### src/rtl/fht_io_sequencer.sv
// rtl/fht_io_sequencer.sv - frame load, start and natural-order unload sequencer for the FHT core
module fht_io_sequencer #(
  parameter int D_BIT  = 17,
  parameter int A_BIT  = 8,
  parameter int BITREV = 1,
  parameter int RD_LAT = 2
) (
  input  logic                    iCLK,
  input  logic                    iRESET,
  input  logic                    iENABLE,
  input  logic [D_BIT-2:0]        iSAMPLE,
  input  logic                    iSAMPLE_VALID,
  output logic                    oSAMPLE_READY,
  output logic [D_BIT-2:0]        oDATA,
  output logic [A_BIT-1:0]        oADDR_WR,
  output logic                    oWE_0,
  output logic                    oWE_1,
  output logic                    oWE_2,
  output logic                    oWE_3,
  output logic                    oSTART,
  input  logic                    iFHT_RDY,
  output logic [A_BIT-1:0]        oADDR_RD,
  input  logic signed [D_BIT-1:0] iFHT_DATA_0,
  input  logic signed [D_BIT-1:0] iFHT_DATA_1,
  input  logic signed [D_BIT-1:0] iFHT_DATA_2,
  input  logic signed [D_BIT-1:0] iFHT_DATA_3,
  output logic signed [D_BIT-1:0] oRESULT,
  output logic                    oRESULT_VALID,
  input  logic                    iRESULT_READY,
  output logic                    oLAST,
  output logic                    oFRAME_DONE,
  output logic                    oBUSY
);

  localparam int N_BIT = A_BIT + 2;

  localparam logic [2:0] S_IDLE   = 3'd0;
  localparam logic [2:0] S_LOAD   = 3'd1;
  localparam logic [2:0] S_START  = 3'd2;
  localparam logic [2:0] S_WAIT   = 3'd3;
  localparam logic [2:0] S_UNLOAD = 3'd4;
  localparam logic [2:0] S_DONE   = 3'd5;

  logic [2:0]              state;
  logic [N_BIT-1:0]        n_cnt;
  logic [N_BIT-1:0]        n_rev;
  logic [N_BIT-1:0]        n_map;
  logic [3:0]              we_q;
  logic [D_BIT-2:0]        data_q;
  logic [A_BIT-1:0]        addr_wr_q;
  logic                    start_q;
  logic                    done_q;
  logic                    rdy_q;
  logic                    rdy_rise;
  logic                    accept;
  logic [N_BIT-1:0]        rd_cnt;
  logic                    rd_all;
  logic                    issue;
  logic [RD_LAT-1:0]       pipe_v;
  logic [RD_LAT-1:0]       pipe_last;
  logic [1:0]              pipe_bank [RD_LAT];
  logic [3:0]              in_flight;
  logic [3:0]              credit_used;
  logic signed [D_BIT-1:0] fifo_data [4];
  logic [3:0]              fifo_last;
  logic [1:0]              wr_ptr;
  logic [1:0]              rd_ptr;
  logic [2:0]              fifo_cnt;
  logic                    fifo_push;
  logic                    fifo_pop;
  logic signed [D_BIT-1:0] push_data;

  assign accept      = iSAMPLE_VALID && (state == S_LOAD);
  // a level already high when the start strobe goes out must fall and rise again
  assign rdy_rise    = iFHT_RDY && !rdy_q && !start_q;
  assign credit_used = in_flight + {1'b0, fifo_cnt};
  assign issue       = (state == S_UNLOAD) && !rd_all && (credit_used < 4'd4);
  assign fifo_push   = pipe_v[RD_LAT-1];
  assign fifo_pop    = (fifo_cnt != 3'd0) && iRESULT_READY;
  assign n_map       = (BITREV != 0) ? n_rev : n_cnt;

  // reverse the load index across the full bank+address width
  always_comb begin
    n_rev = '0;
    for (int i = 0; i < N_BIT; i++) n_rev[i] = n_cnt[N_BIT-1-i];
  end

  // reads issued but not yet captured count against FIFO space
  always_comb begin
    in_flight = '0;
    for (int i = 0; i < RD_LAT; i++) in_flight = in_flight + {3'b000, pipe_v[i]};
  end

  // pick the bank whose data returns this cycle
  always_comb begin
    case (pipe_bank[RD_LAT-1])
      2'd0:    push_data = iFHT_DATA_0;
      2'd1:    push_data = iFHT_DATA_1;
      2'd2:    push_data = iFHT_DATA_2;
      default: push_data = iFHT_DATA_3;
    endcase
  end

  // frame state machine plus start/done strobes and ready edge register
  always_ff @(posedge iCLK or negedge iRESET) begin
    if (!iRESET) begin
      state   <= S_IDLE;
      start_q <= 1'b0;
      done_q  <= 1'b0;
      rdy_q   <= 1'b0;
    end else begin
      rdy_q   <= iFHT_RDY;
      start_q <= (state == S_START);
      done_q  <= (state == S_UNLOAD) && fifo_pop && fifo_last[rd_ptr];
      case (state)
        S_IDLE:   if (iENABLE) state <= S_LOAD;
        S_LOAD:   if (accept && (&n_cnt)) state <= S_START;
        S_START:  state <= S_WAIT;
        S_WAIT:   if (rdy_rise) state <= S_UNLOAD;
        S_UNLOAD: if (fifo_pop && fifo_last[rd_ptr]) state <= S_DONE;
        S_DONE:   state <= iENABLE ? S_LOAD : S_IDLE;
        default:  state <= S_IDLE;
      endcase
    end
  end

  // sample counter and registered write port into the core banks
  always_ff @(posedge iCLK or negedge iRESET) begin
    if (!iRESET) begin
      n_cnt     <= '0;
      we_q      <= 4'b0000;
      data_q    <= '0;
      addr_wr_q <= '0;
    end else begin
      we_q <= accept ? (4'b0001 << n_map[1:0]) : 4'b0000;
      if (accept) begin
        n_cnt     <= n_cnt + 1'b1;
        data_q    <= iSAMPLE;
        addr_wr_q <= n_map[N_BIT-1:2];
      end
    end
  end

  // read issue counter and bank/last tags travelling alongside the RAM latency
  always_ff @(posedge iCLK or negedge iRESET) begin
    if (!iRESET) begin
      rd_cnt    <= '0;
      rd_all    <= 1'b0;
      pipe_v    <= '0;
      pipe_last <= '0;
      for (int i = 0; i < RD_LAT; i++) pipe_bank[i] <= 2'd0;
    end else begin
      if (state != S_UNLOAD) begin
        rd_cnt <= '0;
        rd_all <= 1'b0;
      end else if (issue) begin
        rd_cnt <= rd_cnt + 1'b1;
        if (&rd_cnt) rd_all <= 1'b1;
      end
      pipe_v[0]    <= issue;
      pipe_last[0] <= &rd_cnt;
      pipe_bank[0] <= rd_cnt[1:0];
      for (int i = 1; i < RD_LAT; i++) begin
        pipe_v[i]    <= pipe_v[i-1];
        pipe_last[i] <= pipe_last[i-1];
        pipe_bank[i] <= pipe_bank[i-1];
      end
    end
  end

  // four-entry result FIFO feeding the output stream
  always_ff @(posedge iCLK or negedge iRESET) begin
    if (!iRESET) begin
      wr_ptr    <= 2'd0;
      rd_ptr    <= 2'd0;
      fifo_cnt  <= 3'd0;
      fifo_last <= 4'b0000;
      for (int i = 0; i < 4; i++) fifo_data[i] <= '0;
    end else begin
      if (fifo_push) begin
        fifo_data[wr_ptr] <= push_data;
        fifo_last[wr_ptr] <= pipe_last[RD_LAT-1];
        wr_ptr            <= wr_ptr + 1'b1;
      end
      if (fifo_pop) rd_ptr <= rd_ptr + 1'b1;
      case ({fifo_push, fifo_pop})
        2'b10:   fifo_cnt <= fifo_cnt + 1'b1;
        2'b01:   fifo_cnt <= fifo_cnt - 1'b1;
        default: fifo_cnt <= fifo_cnt;
      endcase
    end
  end

  assign oSAMPLE_READY = (state == S_LOAD);
  assign oDATA         = data_q;
  assign oADDR_WR      = addr_wr_q;
  assign oWE_0         = we_q[0];
  assign oWE_1         = we_q[1];
  assign oWE_2         = we_q[2];
  assign oWE_3         = we_q[3];
  assign oSTART        = start_q;
  assign oADDR_RD      = (state == S_UNLOAD) ? rd_cnt[N_BIT-1:2] : '0;
  assign oRESULT_VALID = (fifo_cnt != 3'd0);
  assign oRESULT       = oRESULT_VALID ? fifo_data[rd_ptr] : '0;
  assign oLAST         = oRESULT_VALID && fifo_last[rd_ptr];
  assign oFRAME_DONE   = done_q;
  assign oBUSY         = (state != S_IDLE);

endmodule

### config.mk
export PLATFORM = sky130hd
export DESIGN_NAME = fht_io_sequencer
export DESIGN_NICKNAME = d
export VERILOG_FILES = /design/src/rtl/fht_io_sequencer.sv
export SDC_FILE = /design/constraint.sdc
export NUM_CORES = 1
export LEC_CHECK = 0
export BUFFER_PORTS_ARGS = -buffer_cell sky130_fd_sc_hd__buf_4
export CAP_MARGIN = 10
export CORE_ASPECT_RATIO = 0.9
export CORE_MARGIN = 10
export CORE_UTILIZATION = 33
export DETAILED_ROUTE_END_ITERATION = 10
export HOLD_SLACK_MARGIN = 0.06
export PLACE_DENSITY_LB_ADDON = 0.2
export SYNTH_ARGS = -nofsm -noshare
export SYNTH_HDL_FRONTEND = slang
export SYNTH_SLANG_ARGS = --single-unit
export TNS_END_PERCENT = 20
### constraint.sdc
create_clock -name iCLK -period 2.15 [get_ports iCLK]
set_input_delay 0.3225 -clock iCLK [delete_from_list [all_inputs] [get_ports iCLK]]
set_output_delay 0.3225 -clock iCLK [all_outputs]
set_load 0.01 [all_outputs]
Word-level counts from Yosys, hierarchy flattened

Index checks and enable logic that the tools add are counted.
W data, S select, Z words.

Flip-flop bits (word level): 142
Latch bits: 0
Bits in writable memories: 0
Bits in read-only memories: 0
Input bits: 90
Output and inout bits: 59
Memories kept: 0

Add/sub/neg operators: 8
Multiply operators: 0
Div/mod/pow operators: 0
Order comparisons: 7
Equality and inequality tests: 14
Shifts and indexed selects: 1
Muxes and demuxes: 27
Bitwise operators: 2
Reductions and logical operators: 27

Operators by type and width:

| cell                    | number |
|---|---|
| $bwmux W68              | 1 |
| $mux W17                | 4 |
| $pmux W17 S3            | 1 |
| $bmux W17 S2            | 1 |
| $demux W17 S2           | 1 |
| $add A10 B1 Y10 const B | 2 |
| $mux W10                | 2 |
| $reduce_and A10 Y1      | 2 |
| $pmux W3 S6             | 1 |
| $logic_and A1 B1 Y1     | 13 |
| $mux W3                 | 4 |
| $mux W8                 | 1 |
| $eq A3 B2 Y1 const B    | 2 |
| $eq A3 B3 Y1 const B    | 2 |
| $ge A3 B3 Y1 const B    | 2 |
| $lt A2 B3 Y1 const B    | 2 |
| $mux W1                 | 6 |
| $not A2 Y3              | 2 |
| $pmux W3 S2             | 1 |
| $reduce_bool A2 Y1      | 3 |
| $reduce_bool A3 Y1      | 2 |
| $add A2 B1 Y2 const B   | 2 |
| $add A4 B3 Y4           | 1 |
| $bwmux W4               | 1 |
| 21 further kinds        | 27 |

Longest topological paths before layout

Word-level depth: 6
Depth in mapped cells: 9
Gate-level depth less buffers: 8

Worst setup path before layout

Ideal clock, no wire load.

Kind: reg2reg
From: reg fifo_cnt[0]
To: reg fifo_cnt[2]
Setup time: 0.126 ns
Arrival time: 1.793 ns
Data required time: 2.024 ns
Slack: 0.231 ns
Stages on the path, launching flop included: 10
Path buffers: 1
Cell sequence: dfrtp_1 > or3_1 > and2_1 > clkbuf_1 > ha_1 > inv_1 > fa_1 > xor2_1 > nor2_1 > xor2_1

Cells in the longest elaborated chain, start to end: 4
Elaborated cells on any way between the ends: 8

Ends and longest elaborated chain:

| item                                                     | RTL line | source |
|---|---|---|
| start: declaration                                       | 68       | `logic [2:0] fifo_cnt;` |
| start signal: assignment                                 | 187      | `2'b10: fifo_cnt <= fifo_cnt + 1'b1;` |
| start signal: assignment                                 | 188      | `2'b01: fifo_cnt <= fifo_cnt - 1'b1;` |
| start signal: assignment                                 | 189      | `default: fifo_cnt <= fifo_cnt;` |
| $reduce_bool A3 Y1 (*)                                   | 79       | `assign fifo_pop = (fifo_cnt != 3'd0) && iRESULT_READY;` |
| $logic_and A1 B1 Y1 (*)                                  | 79       |  |
| via fifo_pop                                             | 70       | `logic fifo_pop;` |
| $eq A2 B1 Y1 / $eq A2 B2 Y1 (equally long branches)      | 186      | `case ({fifo_push, fifo_pop})` |
| $pmux W3 S2 / $reduce_bool A2 Y1 (equally long branches) | -        |  |

Mark *: on every way through the listed nets, which the timed path passes. The rest lies on a longest branch.
A chain may end at the register's enable or synchronous reset.

Final worst setup path

From: reg rd_ptr[0]
To: out oRESULT[16]

Cells in the longest elaborated chain, start to end: 5

Ends and longest elaborated chain:

| item                                         | RTL line | source |
|---|---|---|
| start: declaration                           | 67       | `logic [1:0] rd_ptr;` |
| start signal: assignment                     | 185      | `if (fifo_pop) rd_ptr <= rd_ptr + 1'b1;` |
| $not A2 Y3 (implied by the code)             | 204      | `assign oRESULT = oRESULT_VALID ? fifo_data[rd_ptr] : '0;` |
| $bmux W17 S2                                 | 204      |  |
| $mux W17 (implied by the code) (2 in series) | 204      |  |
| $mux W17                                     | 204      |  |
| end: declaration                             | 27       | `output logic signed [D_BIT-1:0] oRESULT,` |

No other way between the ends. The select of a mux whose other input is x is not followed.

==> metrics.cfg <==
[run_status]
run_status=finished with violations
violations=negative setup slack

[power]
p_seq_share_pct=35.6
p_per_area_nw_per_um2=1010
p_sw_mw=2.49
p_comb_share_pct=31.9
total_leakage_power_nw=4.04
vdd_ir_drop_max_uv=545
power_mw=9.03
clkPwrFrac_pct=32.5
p_int_mw=6.54
sw_frac_of_total_pct=27.6

[run]
drv_cap=0

[yosys]
syn-num-nets=554
yosysSeqAreaShare_pct=53.4
ys_types=40
synthesis.area_um2=6650
avgSynthCellArea_um2=14.7
ys_ff_latch=142
yosys_warnings=0
synthCells=454

[placement]
placement.io_buffers=148
dp_hpwl_mm=11.4
gp_congestion=0.760
dp.cells=852
place_area_um2=8110

[sta]
final_hold_viol_count=0
rsz0062_at_grt=yes
post-route-period-util_pct=102
max_freq_mhz=457
finalSetupTns_ns=-0.285
slew_violations=0
finalSetupViolCount=17
max_slew_margin_pct=65.5
period_needed_ns=2.19
worst_pin_slew_ns=0.518
fin_ws_ns=-0.0397
skew_ns=0.00860

[floorplan]
start_util_pct=33.4
die_area_um2=26200
coreArea_um2=19900
die_h_um=155
rows=49
num_io_pins=149
die_w_um=170

[worst_setup_path]
critical_path.startpoint_type=register
critPathKind=register to output port
critPathRequiredTime_ns=1.83
cp_max_fo=5
crit_arrival_ns=1.87
end_kind=output port
max_stage_delay_ns=0.53
crit_path_cell_trace=buf_6 > buf_12 > mux4_2 > and2_4 > buf_6
timing.critical_path.mode_cell=buf_6
cpMaxStageDelayCell=mux4_2

[cts]
cts.sink_count=142
cts_buffer_depth=2
htreeDepth=4
cts_tree=yes
worstSkewPairLatency_ns=0.42
cts_buffers=17
cts.clk_slew.worst_paths_ns=0.06
clockRootBuffer=clkbuf_16

[drt]
dr_wl_met3_mm=1.05
avgViaCountPerCell=4.85
vias=4323
drt-met1-wl_mm=6.90
maxUsedRoutingLayer=met4
drc=0
ant_nets=0
routedWlPerCell_um=18.3
drt_wl_total_mm=16.4
wl_met2_mm=8.24
drt-initial-drc-count=194
drtPass1Iterations=4

[layout]
fin_nets=724
nFillCells=1821
drive_above_1_share_pct=56.4
final_common_cell=buf_4
final_area_um2=8950
antenna_cells=0
final_cell_mix=buf_4, dfrtp_1, mux2_2
syn_to_final_growth_pct=34.5
fin_cells=892

[global_routing]
grt_max_degree=57
grt_pass1_vias=4833
gr-usage-all-layers_pct=12.9
grt_pass1_wl_mm=26.3
overflow=0
antenna_found_initial=0

[worst_hold_path]
min_path_type=primary input to register

-- metrics by stage --
| stage | hold slack [ns] | utilization (%) | worst slack [ns] |
|---|---|---|---|
| floorplan | 0.0269 | - | 0.231 |
| global placement | 0.315 | 40.7 | 0.230 |
| detailed placement | 0.322 | 40.7 | 0.193 |
| CTS | 0.107 | 44.9 | -0.0650 |
| global route | 0.116 | 44.9 | -0.0984 |
| finish | 0.134 | 44.9 | -0.0397 |
-- power by group through the flow --
stage	Clock (mW)	Sequential (mW)	Combinational (mW)
6_report	2.94	3.22	2.88
5_1_grt	3.15	3.26	3.12
4_1_cts	3.04	3.22	2.95
3_5_place_dp	0	3.27	2.32
3_3_place_gp	0	3.26	2.27
2_1_floorplan	0	3.23	1.29
-- Yosys cell counts (all sizes together) --
cell / count / share of area [%]
a21oi: 3 / 0.23
a31oi: 2 / 0.19
and2: 25 / 2.4
and3: 4 / 0.38
and4: 2 / 0.26
and4bb: 1 / 0.19
buf: 19 / 2.0
clkbuf: 5 / 0.28
dfrtp: 142 / 53
fa: 1 / 0.30
ha: 9 / 1.7
inv: 10 / 0.56
mux2: 99 / 17
mux2i: 2 / 0.30
mux4: 35 / 12
nand2: 20 / 1.1
nand2b: 1 / 0.094
nand3: 8 / 0.60
nand4: 6 / 0.85
nand4b: 1 / 0.13
nor2: 19 / 1.1
nor2b: 1 / 0.094
nor3: 6 / 0.70
nor3b: 2 / 0.40
o2111ai: 1 / 0.23
o21ai: 5 / 0.38
o31ai: 1 / 0.11
or2: 1 / 0.094
or3: 3 / 0.28
or4: 1 / 0.17
xnor2: 7 / 0.92
xor2: 12 / 1.6
-- final timing paths --
path | from | endpoint | slack, ns | depth (start not counted)
worst max-delay path | rd_ptr[0] | oRESULT[16] | -0.04 | 5
worst min-delay path | iSAMPLE[0] | oDATA[0] | 0.13 | 2
min in group asynchronous | iRESET | fifo_data[53] | 0.44 | 2
worst min register to register | pipe_bank[3] | pipe_bank[1] | 0.35 | 0
worst max register to register | fifo_cnt[2] | fifo_cnt[2] | 0.19 | 8
max in group asynchronous | iRESET | fifo_data[62] | 1.02 | 3
-- worst max-delay path: cells and delay by family, from the launching register on --
kind	cells	cell delay, ns
buffers and inverters	3	0.38
flip-flops	1	0.37
AND/OR/NAND/NOR	1	0.16
multiplexers	1	0.53
-- registers in the layout, indices dropped and copies added (netlist names) --
name	cells
rd_cnt	10
oADDR_WR	8
wr_ptr	2
rdy_q	1
oFRAME_DONE	1
rd_all	1
pipe_last	2
oSTART	1
fifo_data	68
fifo_last	4
n_cnt	10
rd_ptr	2
we_q	4
oDATA	16
pipe_v	2
pipe_bank	4
fifo_cnt	3
state	3
-- layer usage --
| layer | vias to the layer above | track usage, % |
|---|---|---|
| li1 | 1993 | - |
| met1 | 2210 | 15.1 |
| met2 | 107 | 21.3 |
| met3 | 13 | 4.66 |
| met4 | 0 | 4.18 |
| met5 | - | 0 |
-- cell type report --
class / instances / area [µm²] / area share [%]
sequential: 142 / 3550 / 39.7
timing repair buffer: 175 / 1480 / 16.5
inverter: 10 / 37.5 / 0.420
tap: 255 / 319 / 3.57
clock buffer: 20 / 467 / 5.22
clock inverter: 12 / 136 / 1.52
multi-input combinational: 278 / 2950 / 33.0
-- cell families (layout without fill, tap and decap cells) --
group           Yosys count  in the layout  synth area share (%)
simple gates            101            101                  8.78
compound gates           12             12                  1.13
fa+ha+maj                10             10                  1.99
xor+xnor                 19             19                  2.50
mux                     136            136                  29.3
buf+inv                  34            217                  2.88
flops                   142            142                  53.4
-- timing repair --
| item | 4_1_cts | 5_1_grt |
|---|---|---|
| pin swaps | 2 | 0 |
| hold endpoints to repair | 53 | 0 |
| resized for setup | 42 | 0 |
| setup buffers | 4 | 0 |
| cloned | 2 | 0 |
| hold buffers | 2 | 0 |
| endpoints found under the setup margin | 17 | 18 |
No activity file was read; power rests on OpenSTA's default activity.
